## src/rtl/hsem_ine_mc.sv

```systemverilog
// hsem_ine_mc: per-core HSEM error capture, pending-interrupt and mask
// registers with per-core interrupt lines.
// Optional build macro HSEM_INE_HOLDOFF_EN adds a per-core re-assert holdoff
// FSM. The default build (macro undefined) drives intr straight from
// |(pend & mask).
module hsem_ine_mc #(
  parameter int                NUM_CORES   = 2,
  parameter int                DATA_W      = 32,
  parameter int                SEMERR_W    = 8,
  parameter logic [DATA_W-1:0] MASK_RST    = 32'hFFFF_FFFF,
  parameter int                HOLDOFF_CYC = 16
) (
  input  logic                          hclk,
  input  logic                          hresetn,
  input  logic                          wr_en,
  input  logic [DATA_W-1:0]             ihwdata,
  input  logic [NUM_CORES-1:0]          int_sel,
  input  logic [NUM_CORES-1:0]          int_clr_sel,
  input  logic [NUM_CORES-1:0]          mask_sel,
  input  logic [NUM_CORES-1:0]          err_sel,
  input  logic [NUM_CORES-1:0]          err_clr_sel,
  input  logic [NUM_CORES*SEMERR_W-1:0] semerr,
  output logic [NUM_CORES-1:0]          intr,
  output logic [DATA_W-1:0]             rd_data
);

  // Saturating 8-bit increment used by the error counter.
  function automatic logic [7:0] sat_inc(input logic [7:0] v);
    logic [7:0] r;
    if (v == 8'hFF) begin
      r = 8'hFF;
    end else begin
      r = v + 8'd1;
    end
    return r;
  endfunction

  logic [SEMERR_W-1:0] semerr_s    [NUM_CORES];
  logic [NUM_CORES-1:0] err_hit_s;

  logic [SEMERR_W-1:0] code_r      [NUM_CORES];
  logic [SEMERR_W-1:0] code_nxt_s  [NUM_CORES];
  logic [7:0]          cnt_r       [NUM_CORES];
  logic [7:0]          cnt_nxt_s   [NUM_CORES];
  logic [NUM_CORES-1:0] ovf_r;
  logic [NUM_CORES-1:0] ovf_nxt_s;

  logic [DATA_W-1:0]   pend_r      [NUM_CORES];
  logic [DATA_W-1:0]   pend_nxt_s  [NUM_CORES];
  logic [DATA_W-1:0]   mask_r      [NUM_CORES];
  logic [DATA_W-1:0]   mask_nxt_s  [NUM_CORES];
  logic [DATA_W-1:0]   err_s       [NUM_CORES];

  logic [NUM_CORES-1:0] intr_raw_s;
  logic [DATA_W-1:0]    rd_s;

  // Slice the packed error-code bus per core and flag a nonzero code.
  always_comb begin
    for (int c = 0; c < NUM_CORES; c++) begin
      semerr_s[c]  = semerr[c*SEMERR_W +: SEMERR_W];
      err_hit_s[c] = |semerr_s[c];
    end
  end

  // Error register next state: a clear never drops a same-cycle error,
  // the first code is kept, later errors only count and set overflow.
  always_comb begin
    for (int c = 0; c < NUM_CORES; c++) begin
      code_nxt_s[c] = code_r[c];
      cnt_nxt_s[c]  = cnt_r[c];
      ovf_nxt_s[c]  = ovf_r[c];
      if (err_clr_sel[c] && err_hit_s[c]) begin
        code_nxt_s[c] = semerr_s[c];
        cnt_nxt_s[c]  = 8'd1;
        ovf_nxt_s[c]  = 1'b0;
      end else if (err_clr_sel[c]) begin
        code_nxt_s[c] = {SEMERR_W{1'b0}};
        cnt_nxt_s[c]  = 8'd0;
        ovf_nxt_s[c]  = 1'b0;
      end else if (err_hit_s[c] && (code_r[c] == {SEMERR_W{1'b0}})) begin
        code_nxt_s[c] = semerr_s[c];
        cnt_nxt_s[c]  = sat_inc(cnt_r[c]);
      end else if (err_hit_s[c]) begin
        ovf_nxt_s[c]  = 1'b1;
        cnt_nxt_s[c]  = sat_inc(cnt_r[c]);
      end else begin
        code_nxt_s[c] = code_r[c];
      end
    end
  end

  // Pending and mask next state: write beats W1C, hardware set of bit 0
  // is applied last so it wins over any same-cycle software update.
  always_comb begin
    for (int c = 0; c < NUM_CORES; c++) begin
      pend_nxt_s[c] = pend_r[c];
      mask_nxt_s[c] = mask_r[c];
      if (int_sel[c] && wr_en) begin
        pend_nxt_s[c] = ihwdata;
      end else if (int_clr_sel[c] && wr_en) begin
        pend_nxt_s[c] = pend_r[c] & ~ihwdata;
      end else begin
        pend_nxt_s[c] = pend_r[c];
      end
      pend_nxt_s[c][0] = pend_nxt_s[c][0] | err_hit_s[c];
      if (mask_sel[c] && wr_en) begin
        mask_nxt_s[c] = ihwdata;
      end else begin
        mask_nxt_s[c] = mask_r[c];
      end
    end
  end

  // Per-core register state.
  always_ff @(posedge hclk or negedge hresetn) begin
    if (!hresetn) begin
      for (int c = 0; c < NUM_CORES; c++) begin
        code_r[c] <= {SEMERR_W{1'b0}};
        cnt_r[c]  <= 8'd0;
        pend_r[c] <= {DATA_W{1'b0}};
        mask_r[c] <= MASK_RST;
      end
      ovf_r <= {NUM_CORES{1'b0}};
    end else begin
      for (int c = 0; c < NUM_CORES; c++) begin
        code_r[c] <= code_nxt_s[c];
        cnt_r[c]  <= cnt_nxt_s[c];
        pend_r[c] <= pend_nxt_s[c];
        mask_r[c] <= mask_nxt_s[c];
      end
      ovf_r <= ovf_nxt_s;
    end
  end

  // Assemble the readable error word and the raw interrupt condition.
  always_comb begin
    for (int c = 0; c < NUM_CORES; c++) begin
      err_s[c]                 = {DATA_W{1'b0}};
      err_s[c][SEMERR_W-1:0]   = code_r[c];
      err_s[c][23:16]          = cnt_r[c];
      err_s[c][31]             = ovf_r[c];
      intr_raw_s[c]            = |(pend_r[c] & mask_r[c]);
    end
  end

  // Read mux: OR of every selected register; a multi-select only ORs.
  always_comb begin
    rd_s = {DATA_W{1'b0}};
    for (int c = 0; c < NUM_CORES; c++) begin
      rd_s = rd_s
           | (pend_r[c] & {DATA_W{int_sel[c] | int_clr_sel[c]}})
           | (mask_r[c] & {DATA_W{mask_sel[c]}})
           | (err_s[c]  & {DATA_W{err_sel[c]}});
    end
  end

  assign rd_data = rd_s;

`ifdef HSEM_INE_HOLDOFF_EN
  typedef enum logic {HO_IDLE = 1'b0, HO_HOLD = 1'b1} ho_state_t;

  localparam logic [7:0] HOLD_LOAD = 8'(HOLDOFF_CYC - 1);

  ho_state_t            ho_state_r     [NUM_CORES];
  ho_state_t            ho_state_nxt_s [NUM_CORES];
  logic [7:0]           ho_cnt_r       [NUM_CORES];
  logic [7:0]           ho_cnt_nxt_s   [NUM_CORES];
  logic [NUM_CORES-1:0] intr_raw_nxt_s;
  logic [NUM_CORES-1:0] intr_s;

  // Look one edge ahead so HOLD starts in the same cycle the raw line falls.
  always_comb begin
    for (int c = 0; c < NUM_CORES; c++) begin
      intr_raw_nxt_s[c] = |(pend_nxt_s[c] & mask_nxt_s[c]);
    end
  end

  // Holdoff FSM state and counter registers.
  always_ff @(posedge hclk or negedge hresetn) begin
    if (!hresetn) begin
      for (int c = 0; c < NUM_CORES; c++) begin
        ho_state_r[c] <= HO_IDLE;
        ho_cnt_r[c]   <= 8'd0;
      end
    end else begin
      for (int c = 0; c < NUM_CORES; c++) begin
        ho_state_r[c] <= ho_state_nxt_s[c];
        ho_cnt_r[c]   <= ho_cnt_nxt_s[c];
      end
    end
  end

  // Holdoff next state and gated interrupt: a falling line suppresses
  // re-assertion for HOLDOFF_CYC cycles while pending bits accumulate.
  always_comb begin
    for (int c = 0; c < NUM_CORES; c++) begin
      ho_state_nxt_s[c] = ho_state_r[c];
      ho_cnt_nxt_s[c]   = ho_cnt_r[c];
      intr_s[c]         = 1'b0;
      case (ho_state_r[c])
        HO_IDLE: begin
          intr_s[c] = intr_raw_s[c];
          if (intr_raw_s[c] && !intr_raw_nxt_s[c]) begin
            ho_state_nxt_s[c] = HO_HOLD;
            ho_cnt_nxt_s[c]   = HOLD_LOAD;
          end else begin
            ho_state_nxt_s[c] = HO_IDLE;
            ho_cnt_nxt_s[c]   = 8'd0;
          end
        end
        HO_HOLD: begin
          intr_s[c] = 1'b0;
          if (ho_cnt_r[c] == 8'd0) begin
            ho_state_nxt_s[c] = HO_IDLE;
          end else begin
            ho_cnt_nxt_s[c]   = ho_cnt_r[c] - 8'd1;
          end
        end
        default: begin
          ho_state_nxt_s[c] = HO_IDLE;
          ho_cnt_nxt_s[c]   = 8'd0;
        end
      endcase
    end
  end

  assign intr = intr_s;
`else
  assign intr = intr_raw_s;
`endif

endmodule

```

## config.mk

```make
export PLATFORM = sky130hd
export DESIGN_NAME = hsem_ine_mc
export DESIGN_NICKNAME = d
export VERILOG_FILES = /design/src/rtl/hsem_ine_mc.sv
export SDC_FILE = /design/constraint.sdc
export NUM_CORES = 1
export LEC_CHECK = 0
export ABC_CLOCK_PERIOD_IN_PS = 1300
export CORE_MARGIN = 2
export CORE_UTILIZATION = 27
export CTS_CLUSTER_SIZE = 14
export DETAILED_ROUTE_END_ITERATION = 16
export SLEW_MARGIN = 15
export SYNTH_ARGS = -nofsm -noshare
export SYNTH_HDL_FRONTEND = slang
export SYNTH_SLANG_ARGS = --single-unit
```

## constraint.sdc

```tcl
create_clock -name hclk -period 1.3 [get_ports hclk]
set_clock_uncertainty 0.05 [all_clocks]
set_input_delay 0.195 -clock hclk [delete_from_list [all_inputs] [get_ports hclk]]
set_output_delay 0.195 -clock hclk [all_outputs]
set_load 0.02 [all_outputs]
```

* Yosys cells after proc, flatten, opt, wreduce, memory -nomap -nowiden
Index checks and enable logic that the tools add are counted.
** Word-level totals
- Logic and storage cells :: 92
- Memories kept :: 0
- Latch bits :: 0
- Bits of input ports :: 61
- Output and inout port bits :: 34
- Memory bits (writable) :: 0
- Flip-flop bits (word level) :: 162
- Memory bits (read-only) :: 0
** Cells by class
- Magnitude comparators :: 0
- Add/sub/neg operators :: 2
- Bitwise operators :: 20
- Shift operators :: 0
- Multipliers :: 0
- Mux-type cells :: 28
- Div/mod/pow operators :: 0
- Equality and inequality tests :: 4
- Reduce and logical (&&, ||, !) cells :: 26
** Operators by type and width (number)
- AND 32 bit :: 10
- bitwise OR 32 bit :: 5
- 2-to-1 mux 32 bit :: 4
- 2-to-1 mux 8 bit :: 16
- OR reduction 32 bit :: 2
- inverter 32 bit :: 1
- adder 8 x 1 -> 8 bit, second input constant :: 2
- equality test 8 bit, second input constant :: 2
- zero test 8 bit :: 2
- OR reduction 8 bit :: 2
- nonzero test 3 bit :: 4
- logical AND 1 bit :: 10
- 2-to-1 mux 1 bit :: 8
- nonzero test 4 bit :: 2
- != test 3 bit, second input constant :: 2
- bitwise OR 1 bit :: 4
- AND reduction 2 bit :: 2
- nonzero test 2 bit :: 2

* Logic depth before layout (Yosys ltp)
- Word-level depth :: 7
- Mapped depth :: 6
- Depth with buffers taken out :: 5

* Worst setup path before layout
No wires, ideal clock.
- Path kind :: register to output
- From :: register pend_r[29] (netlist name)
- To :: output intr[1]
- Data required time :: 1055 ps
- Path buffers :: 0
- Stages on the path, launching flop included :: 4
- Arrival time :: 1258 ps
- Slack :: -203 ps
- Cells stage by stage :: dfrtp_1 a22oi_1 nand4_1 or4_1
** Between the ends
- Longest elaborated chain between the ends :: 2
** Ends and longest elaborated chain
- start, declared :: line 48 : logic [DATA_W-1:0] pend_r [NUM_CORES];
- start signal, assigned by index :: line 120 : pend_r[c] <= {DATA_W{1'b0}};
- start signal, assigned by index :: line 128 : pend_r[c] <= pend_nxt_s[c];
- AND 32 bit :: line 142 : intr_raw_s[c] = |(pend_r[c] & mask_r[c]);
- OR reduction 32 bit :: line 142
- end, declared :: line 23 : output logic [NUM_CORES-1:0] intr,
Every way passes these cells.

* Worst setup path in the final report
- From :: register pend_r[24] (netlist name)
- To :: output intr[1]
The elaborated chain is that of the path after synthesis.

==> summary.txt <==
Status
  – Status: finished with violations
  – Violated checks: negative setup slack

Run
  – Max Cap Viol: 0

Power
  – Post-route total power: between 15 and 20 mW
  – Leakage power: 5.89 nW
  – Switching power: just under 5 mW
  – Combinational Power Share: 0.286
  – Clk pwr share: 0.331
  – Sw Share: 0.297
  – Peak supply drop: 0.888 mV
  – Internal power contribution: 11.7 mW
  – Power per cell area: 1250 nW/um^2
  – Sequential Power Share: 0.384

Clock tree
  – CTS Root Cell: clkbuf_16
  – Total CTS buffers: 17
  – Clock buffer depth: 2
  – Clk_lat worst skew: 420 ps
  – TritonCTS clock tree: done
  – # H-tree levels: 4
  – Clk pin slew, worst setup/hold paths: 70 ps
  – Clock Sink Count: 162

Logic synthesis
  – Sequential fraction of the synthesis area: 0.517
  – Fraction of registers with async set/reset: 1.00
  – Synthesized area: 7990 sq um
  – Synth top area share: 0.307
  – Ys flop type: dfrtp_1
  – Ys Warns: 0
  – Synth Register Bits: 162
  – Cells after Synth: 820
  – Syn Nets: slightly below 900
  – Top cells by area, synth: dfrtp_1 31%, dfstp_2 21%, nand2_1 11%, mux2_2 9.0%, a22oi_1 7.8%
  – Number of synthesized flops with an enable pin: 0
  – Synth top cells by count: 233 x nand2_1, 98 x dfrtp_1, 88 x nand3_1
  – Netlist cell types: 44
  – Syn avg cell area: 9.74 sq um
  – Count leader, synth: nand2_1
  – Largest area contributor in the netlist: dfrtp_1

Floorplanning
  – IO Count: 95
  – Starting density of the core: 0.276
  – Die W: about 180 microns
  – Die Ht: 176 microns
  – Die ar.: 31000 sq um
  – Core area: between 20000 and 30000 sq um
  – Site Rows: 62

STA
  – RSZ-0062 raised after global routing: true
  – Final setup margin: -939 ps
  – Final Critical Period: 2240 ps
  – Rel. slew slack: 0.715
  – Slew @ Worst Pin: between 400 and 500 ps
  – Final Hold Vio Count: 0
  – Final setup fails: 66
  – Max frequency: 0.447 GHz
  – Slew Limit Fails: 0
  – Hold slack: 187 ps
  – Crit share post-route: 1.72

Worst setup path
  – CP Class: register to output pin
  – Crit. End Element: output pin
  – Worst Path Max Fanout: 2
  – CP delay by family, top: simple AND/OR/NAND/NOR gates
  – Critical Path Source Type: register
  – Crit path largest cell delay: about 580 ps
  – CP Cell Sequence: a22oi_2, buf_4, nand4_1, or4_4, buf_6
  – Critical path's slowest cell: or4_4
  – Critical Path RT: 1050 ps
  – Crit path buffers/inverters: 2
  – Critical Path AT: slightly below 2000 ps

Place
  – RD Place Congestion: 0.813
  – Port Buffers: 94
  – Hpwl dp: 20.5 mm

Finish
  – Share of cells above drive strength 1: 0.514
  – Area growth, synth to finish: 66.2%
  – Nets@finish: 1221

GRT
  – Gr ovfl total: 0
  – Antenna violations before repair: 2
  – First-pass GRT wire length: 47.8 mm
  – Number of global-route vias before repair: 8131
  – Maximum number of pins on one net before global-route repair: 37
  – Global router's overall resource usage: 0.204

Routing
  – DR vias: 7981
  – Antenna Nets Post-Route: 0
  – Total Routed Length: 31.6 mm
  – Detailed Routing Iterations Pass 1: 5
  – Routed len/inst: 20.3 microns
  – Starting DRT DRC Count: 719
  – Vias/cell: approximately 5.1
  – DRC viols: 0

Worst hold path
  – Hold WC Path Type: input port to async pin
power by group through the flow:
stage	clock, mW	sequential [mW]	combinational [mW]
4_1_cts	5.56	6.32	4.55
3_5_place_dp	0	6.34	4.09
5_1_grt	5.79	6.42	5.06
2_1_floorplan	0	6.29	1.66
3_3_place_gp	0	6.34	4.04
6_report	5.49	6.36	4.74
logic make-up (layout without fill, tap and decap cells):
group                    Yosys count  after routing  synth area share
buffers and inverters             63            414            0.0329
flip-flops                       162            162             0.517
other                              0              1                 0
AO/OA/AOI/OAI                    152            152             0.148
adder cells (fa/ha/maj)            2              2           0.00313
AND/OR/NAND/NOR                  377            377             0.208
multiplexers                      64             64            0.0902
area by class of cell:
class / instances / area (sq um)
antenna: 1 / 2.50
inverter: 8 / 30.0
clock inverter: 15 / 205
fill: 2641 / 15700
clock buffer: 17 / 425
multi-input combinational: 595 / 4290
timing repair buffer: 374 / 3710
sequential: 162 / 4140
tap: 384 / 480
through the flow:
stage | instance area, sq um | utilization | setup TNS [ps] | instances | setup slack (ps)
global route | 13300 | 0.459 | -23020 | 1555 | -1010
CTS | 12900 | 0.447 | -18070 | 1547 | -933
floorplan | 8260 | - | -1110 | 820 | -152
global placement | 11500 | 0.397 | -98410 | 1487 | -1020
detailed placement | 11500 | 0.397 | -99760 | 1487 | -1000
finish | 13300 | 0.459 | -18200 | 1556 | -939
registers in the layout (all words and copies together), names as in the netlist:
signal,count
cnt_r,16
code_r,16
mask_r,64
ovf_r,2
pend_r,64
worst register-to-register path: stages, from the launching register on:
cell and delay, ps:
dfrtp_1 400, buf_6 130, nor4_4 310, a21oi_2 120, nor2_2 160, buf_6 140, a22o_1 130
what timing repair did:
| item | in CTS | in global routing |
|---|---|---|
| buffers inserted | 36 | 17 |
| endpoints found under the hold margin | 104 | 0 |
| resized for setup | 345 | 56 |
| pin swaps | 87 | 65 |
| cloned | 1 | 2 |
| hold buffers | 1 | 0 |
| setup endpoints to repair | 127 | 71 |
worst paths after layout:
check	start	end	slack [ps]	depth (start not counted)
setup / recovery	pend_r[24]	intr[1]	-940	5
hold reg to reg	ovf_r[0]	ovf_r[0]	530	2
setup reg to reg	code_r[1]	code_r[7]	-200	6
min in group hclk	semerr[1]	code_r[9]	200	4
max in group asynchronous	hresetn	mask_r[55]	430	3
hold / removal	hresetn	code_r[7]	190	2
cells in the final DEF (no fill, tap or decap), types with 4 or more instances in the layout:
| cell | count |
|---|---|
| a211oi_2 | 6 |
| nand3_2 | 14 |
| clkbuf_16 | 19 |
| nand3_4 | 4 |
| mux2_2 | 64 |
| nor4_4 | 7 |
| buf_6 | 111 |
| nand2_1 | 232 |
| nor2_1 | 9 |
| dfrtp_1 | 97 |
| a22o_1 | 13 |
| a222oi_1 | 15 |
| bufinv_16 | 4 |
| nand3_1 | 70 |
| clkdlybuf4s50_1 | 42 |
| a22oi_2 | 49 |
| a21oi_2 | 6 |
| buf_12 | 24 |
| dfstp_2 | 64 |
| a21oi_1 | 7 |
| nand4_1 | 11 |
| inv_1 | 7 |
| buf_4 | 178 |
| dlygate4sd2_1 | 12 |
| and2_4 | 4 |
| a22oi_1 | 34 |
layer usage:
layer | GRT usage | wire (microns)
met5 | 0 | 13
met1 | 0.275 | 13700
met3 | 0.0413 | 2090
met4 | 0.0640 | 876
met2 | 0.329 | 14800
Note: power is estimated with default switching activity, not from simulation.
==> RTL edit 1, RTL diff (same settings) <==
`DATA_W`: 32 -> 40.
--- a/src/rtl/hsem_ine_mc.sv
+++ b/src/rtl/hsem_ine_mc.sv
@@ -6,5 +6,5 @@
 module hsem_ine_mc #(
   parameter int                NUM_CORES   = 2,
-  parameter int                DATA_W      = 32,
+  parameter int                DATA_W      = 40,
   parameter int                SEMERR_W    = 8,
   parameter logic [DATA_W-1:0] MASK_RST    = 32'hFFFF_FFFF,
Interface: changed (resized ihwdata and rd_data); port bits go from 95 to 111. No check against the original RTL was run, so the function may have changed too.
==> RTL edit 1 against the unedited design <==
The run still ends with setup timing left; fmax down 2.9%; wire length up 20%; area after synthesis grew 18%; sequential cell count is 32 higher; worst setup slack worse by 0.068 ns; clock power increased by 5.5%; die area rose by 18%; synthesized cell count increased by 19%; cell area is 15% higher; first-iteration DRC count grew 20%; power grew 14%; count of clock-buffer cells in the layout unchanged; sequential share of layout area is 1.3 points higher; critical path type unchanged; critical endpoint is now intr[0]; highest routed layer unchanged.
==> RTL edit 1: results (changes against the unedited design) <==
STA
  • Post-route setup slack: -1.01 ns (-0.0678 ns)
  • Setup Viol. Count Final: 75 (+14%)
  • Final hold slack: 0.116 ns (-0.0712 ns)
  • Setup TNS Final: -23.50 ns (-5.31 ns)

GRT
  • Vias in the first global route: 9,577 (+18%)
  • Antenna violations before repair: 3 (+1)
  • Met2 Use GR: 33.0% (+0.12 points)

Synth
  • Fraction of synthesized area in multiplexers: 9.75% (+0.73 points)
  • Mapped Cells: 974 (+19%)
  • Commonest cells in the netlist: nand2_1, dfrtp_1, nand3_1

Setup path
  • R2r setup slk: -0.15 ns (+0.05 ns)
  • Worst reg2reg path depth: 5 (-1)
  • CP max stage delay: 0.43 ns (-0.15 ns)
  • Crit path DAT: 2.06 ns (+0.07 ns)
  • Worst r2r dst: code_r[13]$_DFFE_PN0P_
  • Largest fanout on the critical path: 3 (+1)

Routing
  • WL met3: 2570 um (+23%)
  • Post-Route WL: 37,800 um (+20%)
  • DRT met1 WL: 16,100 um (+17%)
  • Via density: 5.21 (+1.6%)

Clock network
  • Clock Latency Late Sink: 0.45 ns (+0.03 ns)

Status
  • Status: finished with violations
  • Failing checks: setup timing

Min path
  • Worst min-delay path class: primary input to flip-flop

Final layout
  • Largest registers: mask_r x80, pend_r x80
  • Fin cells: 1,807 (+16%)
[RTL edit 1: report_power, final]
part | total, mW | switching, mW | internal [mW]
combinational | 5.49 | 2.57 | 2.92
clock | 5.79 | 2.93 | 2.87
sequential | 7.61 | 0.629 | 6.98
[RTL edit 1: cell type report]
type / count / area [um2] / area share, %
multi-input cells: 707 / 5030 / 33.0
clock inverters: 15 / 223 / 1.46
well taps: 455 / 569 / 3.74
repair buffers: 409 / 4000 / 26.3
inverters: 8 / 30.0 / 0.197
diodes: 2 / 5.00 / 0.0329
flip-flops and latches: 194 / 4940 / 32.5
clock buffers: 17 / 425 / 2.79
[RTL edit 1: timing repair]
| action | 4_1_cts | 5_1_grt |
|---|---|---|
| gates cloned | 3 | 0 |
| pin swaps | 102 | 64 |
| buffers inserted | 17 | 22 |
| resized for setup | 397 | 64 |
| endpoints found under the setup margin | 116 | 151 |
| hold endpoints to repair | 130 | 0 |
| hold buffers | 1 | 0 |
==> RTL edit 2, RTL diff (config.mk and constraints unchanged) <==
Made on the original files. Put a register stage on the outputs `intr` and `rd_data`, without a reset. The values now appear one clock later.
--- a/src/rtl/hsem_ine_mc.sv
+++ b/src/rtl/hsem_ine_mc.sv
@@ -155,5 +155,8 @@
   end
 
-  assign rd_data = rd_s;
+  always_ff @(posedge hclk) begin
+    intr    <= intr_raw_s;
+    rd_data <= rd_s;
+  end
 
 `ifdef HSEM_INE_HOLDOFF_EN
@@ -227,5 +230,4 @@
   assign intr = intr_s;
 `else
-  assign intr = intr_raw_s;
 `endif
 
Function: changed (Yosys sat finds a counterexample within 4 cycles, from zero or initial values and one cycle with hresetn low).
==> RTL edit 2 against the unedited design <==
The flow still finishes with violations (setup timing); area after synthesis increased by 8.8%; critical path type is now flip-flop to flip-flop; worst setup slack better by 0.58 ns; combinational power decreased by 17%; power grew 1.1%; count of clock-buffer cells in the layout is 2 higher; wire length about the same; fmax up 35%; sequential share of layout area rose by 6.2 points; largest cell class is now sequential cells; sequential cell count rose by 34; cell area fell by 2.8%.
==> RTL edit 2: results (changes against the unedited design) <==
Status
  • Status: finished with violations
  • Failing checks: setup timing

Final layout
  • Reg area: 0.00482 mm2 (+16%)
  • Nets: 1,236 (+1.2%)
  • Largest registers: mask_r x64, pend_r x64, rd_data x32
  • Fill cells: 2,990 (+13%)
  • Share of cells above drive strength 1: 42.2% (-9.2 points)
  • Ant diodes: 0 (-1)

Synth
  • Post-Synth Adder-Cell Area: 0.288% (-0.025 points)
  • Commonest cells in the netlist: nand2_1, dfrtp_1, nand3_1
  • Fraction of synthesized area in multiplexers: 8.29% (-0.73 points)
  • Netlist cell types: 47 (+6.8%)
  • Post-synth ARST share: 82.7% (-17 points)
  • Mapped Cells: 849 (+3.5%)
  • Most used DFF post-synth: dfrtp_1
  • Xor-xnor portion of the synthesized cell area: 0% (unchanged)
  • Seq/Total Area, Yosys: 55.4% (+3.7 points)
  • Top post-synthesis cells by area: dfrtp_1, dfstp_2, nand2_1, dfxtp_1, a22oi_1
  • Yosys warning count: 0 (unchanged)
  • Syn nets: 912 (+3.3%)
  • Compound-cell area share of the yosys netlist: 12.9% (-1.9 points)

Placed design
  • Placed cell count: 1,542 (+3.7%)
  • Dpl hpwl: 22,400 um (+8.8%)
  • Port Buffers: 94 (unchanged)
  • GPL Wtd Cong: 0.856 (+5.3%)
  • Area post-placement: 0.0120 mm2 (+4.6%)
  • Place WS: -0.482 ns (+0.520 ns)

Clock network
  • CTS Buffer Depth: 2 (unchanged)
  • Resize count post-CTS: 163 (-53%)
  • CTS root buf: clkbuf_16
  • Post-CTS Setup Bufs: 7 (-81%)
  • CTS clk-pin slew, worst paths: 0.08 ns
  • Total CTS buffers: 17 (unchanged)
  • CTS Hold Bufs: 1 (unchanged)
  • Clock Latency Late Sink: 0.44 ns (+0.02 ns)
  • H-Tree Level Count: 4 (unchanged)

GRT
  • Largest net degree at the start of global routing: 35 (-5.4%)
  • First-pass GRT wire length: 47,600 um (-0.30%)
  • Vias in the first global route: 8,173 (+0.52%)
  • Total GRT Usage: 18.8% (-1.6 points)
  • Antenna violations before repair: 1 (-1)

Setup path
  • Crit path DAT: 1.91 ns (-0.08 ns)
  • Largest fanout on the critical path: 2 (unchanged)
  • Worst path slowest cell: or4_4
  • Top delay family on crit path: simple AND/OR/NAND/NOR gates
  • CP max stage delay: 0.59 ns

Min path
  • Worst min-delay path class: primary input to flip-flop

STA
  • Setup TNS Final: -1.40 ns (+16.80 ns)
  • Post-route setup slack: -0.355 ns (+0.584 ns)
  • Setup Viol. Count Final: 15 (-77%)
  • Worst-margin pin slew: 0.382 ns (-0.0445 ns)

Power and ir drop
  • VDD IR max: 0.000991 V (+12%)
  • Lkg Pwr: 5.82 nW (-1.2%)

Routing
  • DRT Pass-1 Iters: 6 (+1)
  • Via density: 5.06 (-1.3%)
  • Post-Route WL: 31,500 um (about the same)
  • DRT iter0 DRCs: 817 (+14%)
  • DR WL/cell: 19.9 um (-2.1%)
  • ANT nets after route: 0 (unchanged)
RTL edit 2: worst paths after layout:
check / start / to / slack, ns / depth (start not counted)
min in group asynchronous: hresetn / cnt_r[0]$_DFFE_PN0P_ / 0.15 / 2
worst max-delay path: pend_r[59]$_DFFE_PN0P_ / intr[0]$_DFF_P_ / -0.36 / 3
worst min register to register: ovf_r[0]$_DFFE_PN0P_ / ovf_r[0]$_DFFE_PN0P_ / 0.49 / 2
worst max register to register: pend_r[59]$_DFFE_PN0P_ / intr[0]$_DFF_P_ / -0.36 / 3
max in group asynchronous: hresetn / mask_r[3]$_DFFE_PN1P_ / 0.44 / 3
worst min-delay path: semerr[3] / code_r[11]$_DFFE_PN0P_ / 0.13 / 3
RTL edit 2: kinds of logic (layout without fill, tap and decap cells):
group | after synthesis | count (layout)
buf+inv | 59 | 396
simple gates | 388 | 388
flops | 196 | 196
compound gates | 140 | 140
mux | 64 | 64
fa+ha+maj | 2 | 2
RTL edit 2: area by class of cell:
type	count	share of cell area (%)
multi-input cells	594	30.5
repair buffers	360	23.7
well taps	402	3.90
clock buffers	19	3.60
inverters	4	0.116
clock inverters	13	0.882
flip-flops and latches	196	37.3
RTL edit 2: power breakdown:
group	switching [mW]	internal [mW]	total [mW]	leakage, nW
Clock	2.54	2.68	5.22	0.277
Sequential	0.563	7.07	7.64	2.19
Combinational	1.89	2.04	3.93	3.35
RTL edit 2: layer usage:
| metal | vias up | wire [um] | GRT usage, % |
|---|---|---|---|
| met3 | 36 | 2310 | 4.60 |
| met2 | 310 | 15200 | 31.0 |
| li1 | 3720 | - | - |
| met4 | 0 | 517 | 5.34 |
| met1 | 3974 | 13500 | 24.5 |
| met5 | - | 0 | 0 |
RTL edit 2: worst min-delay path: stages:
cell and delay (ns):
dlymetal6s2s_1 0.15, buf_4 0.14, a22o_1 0.11
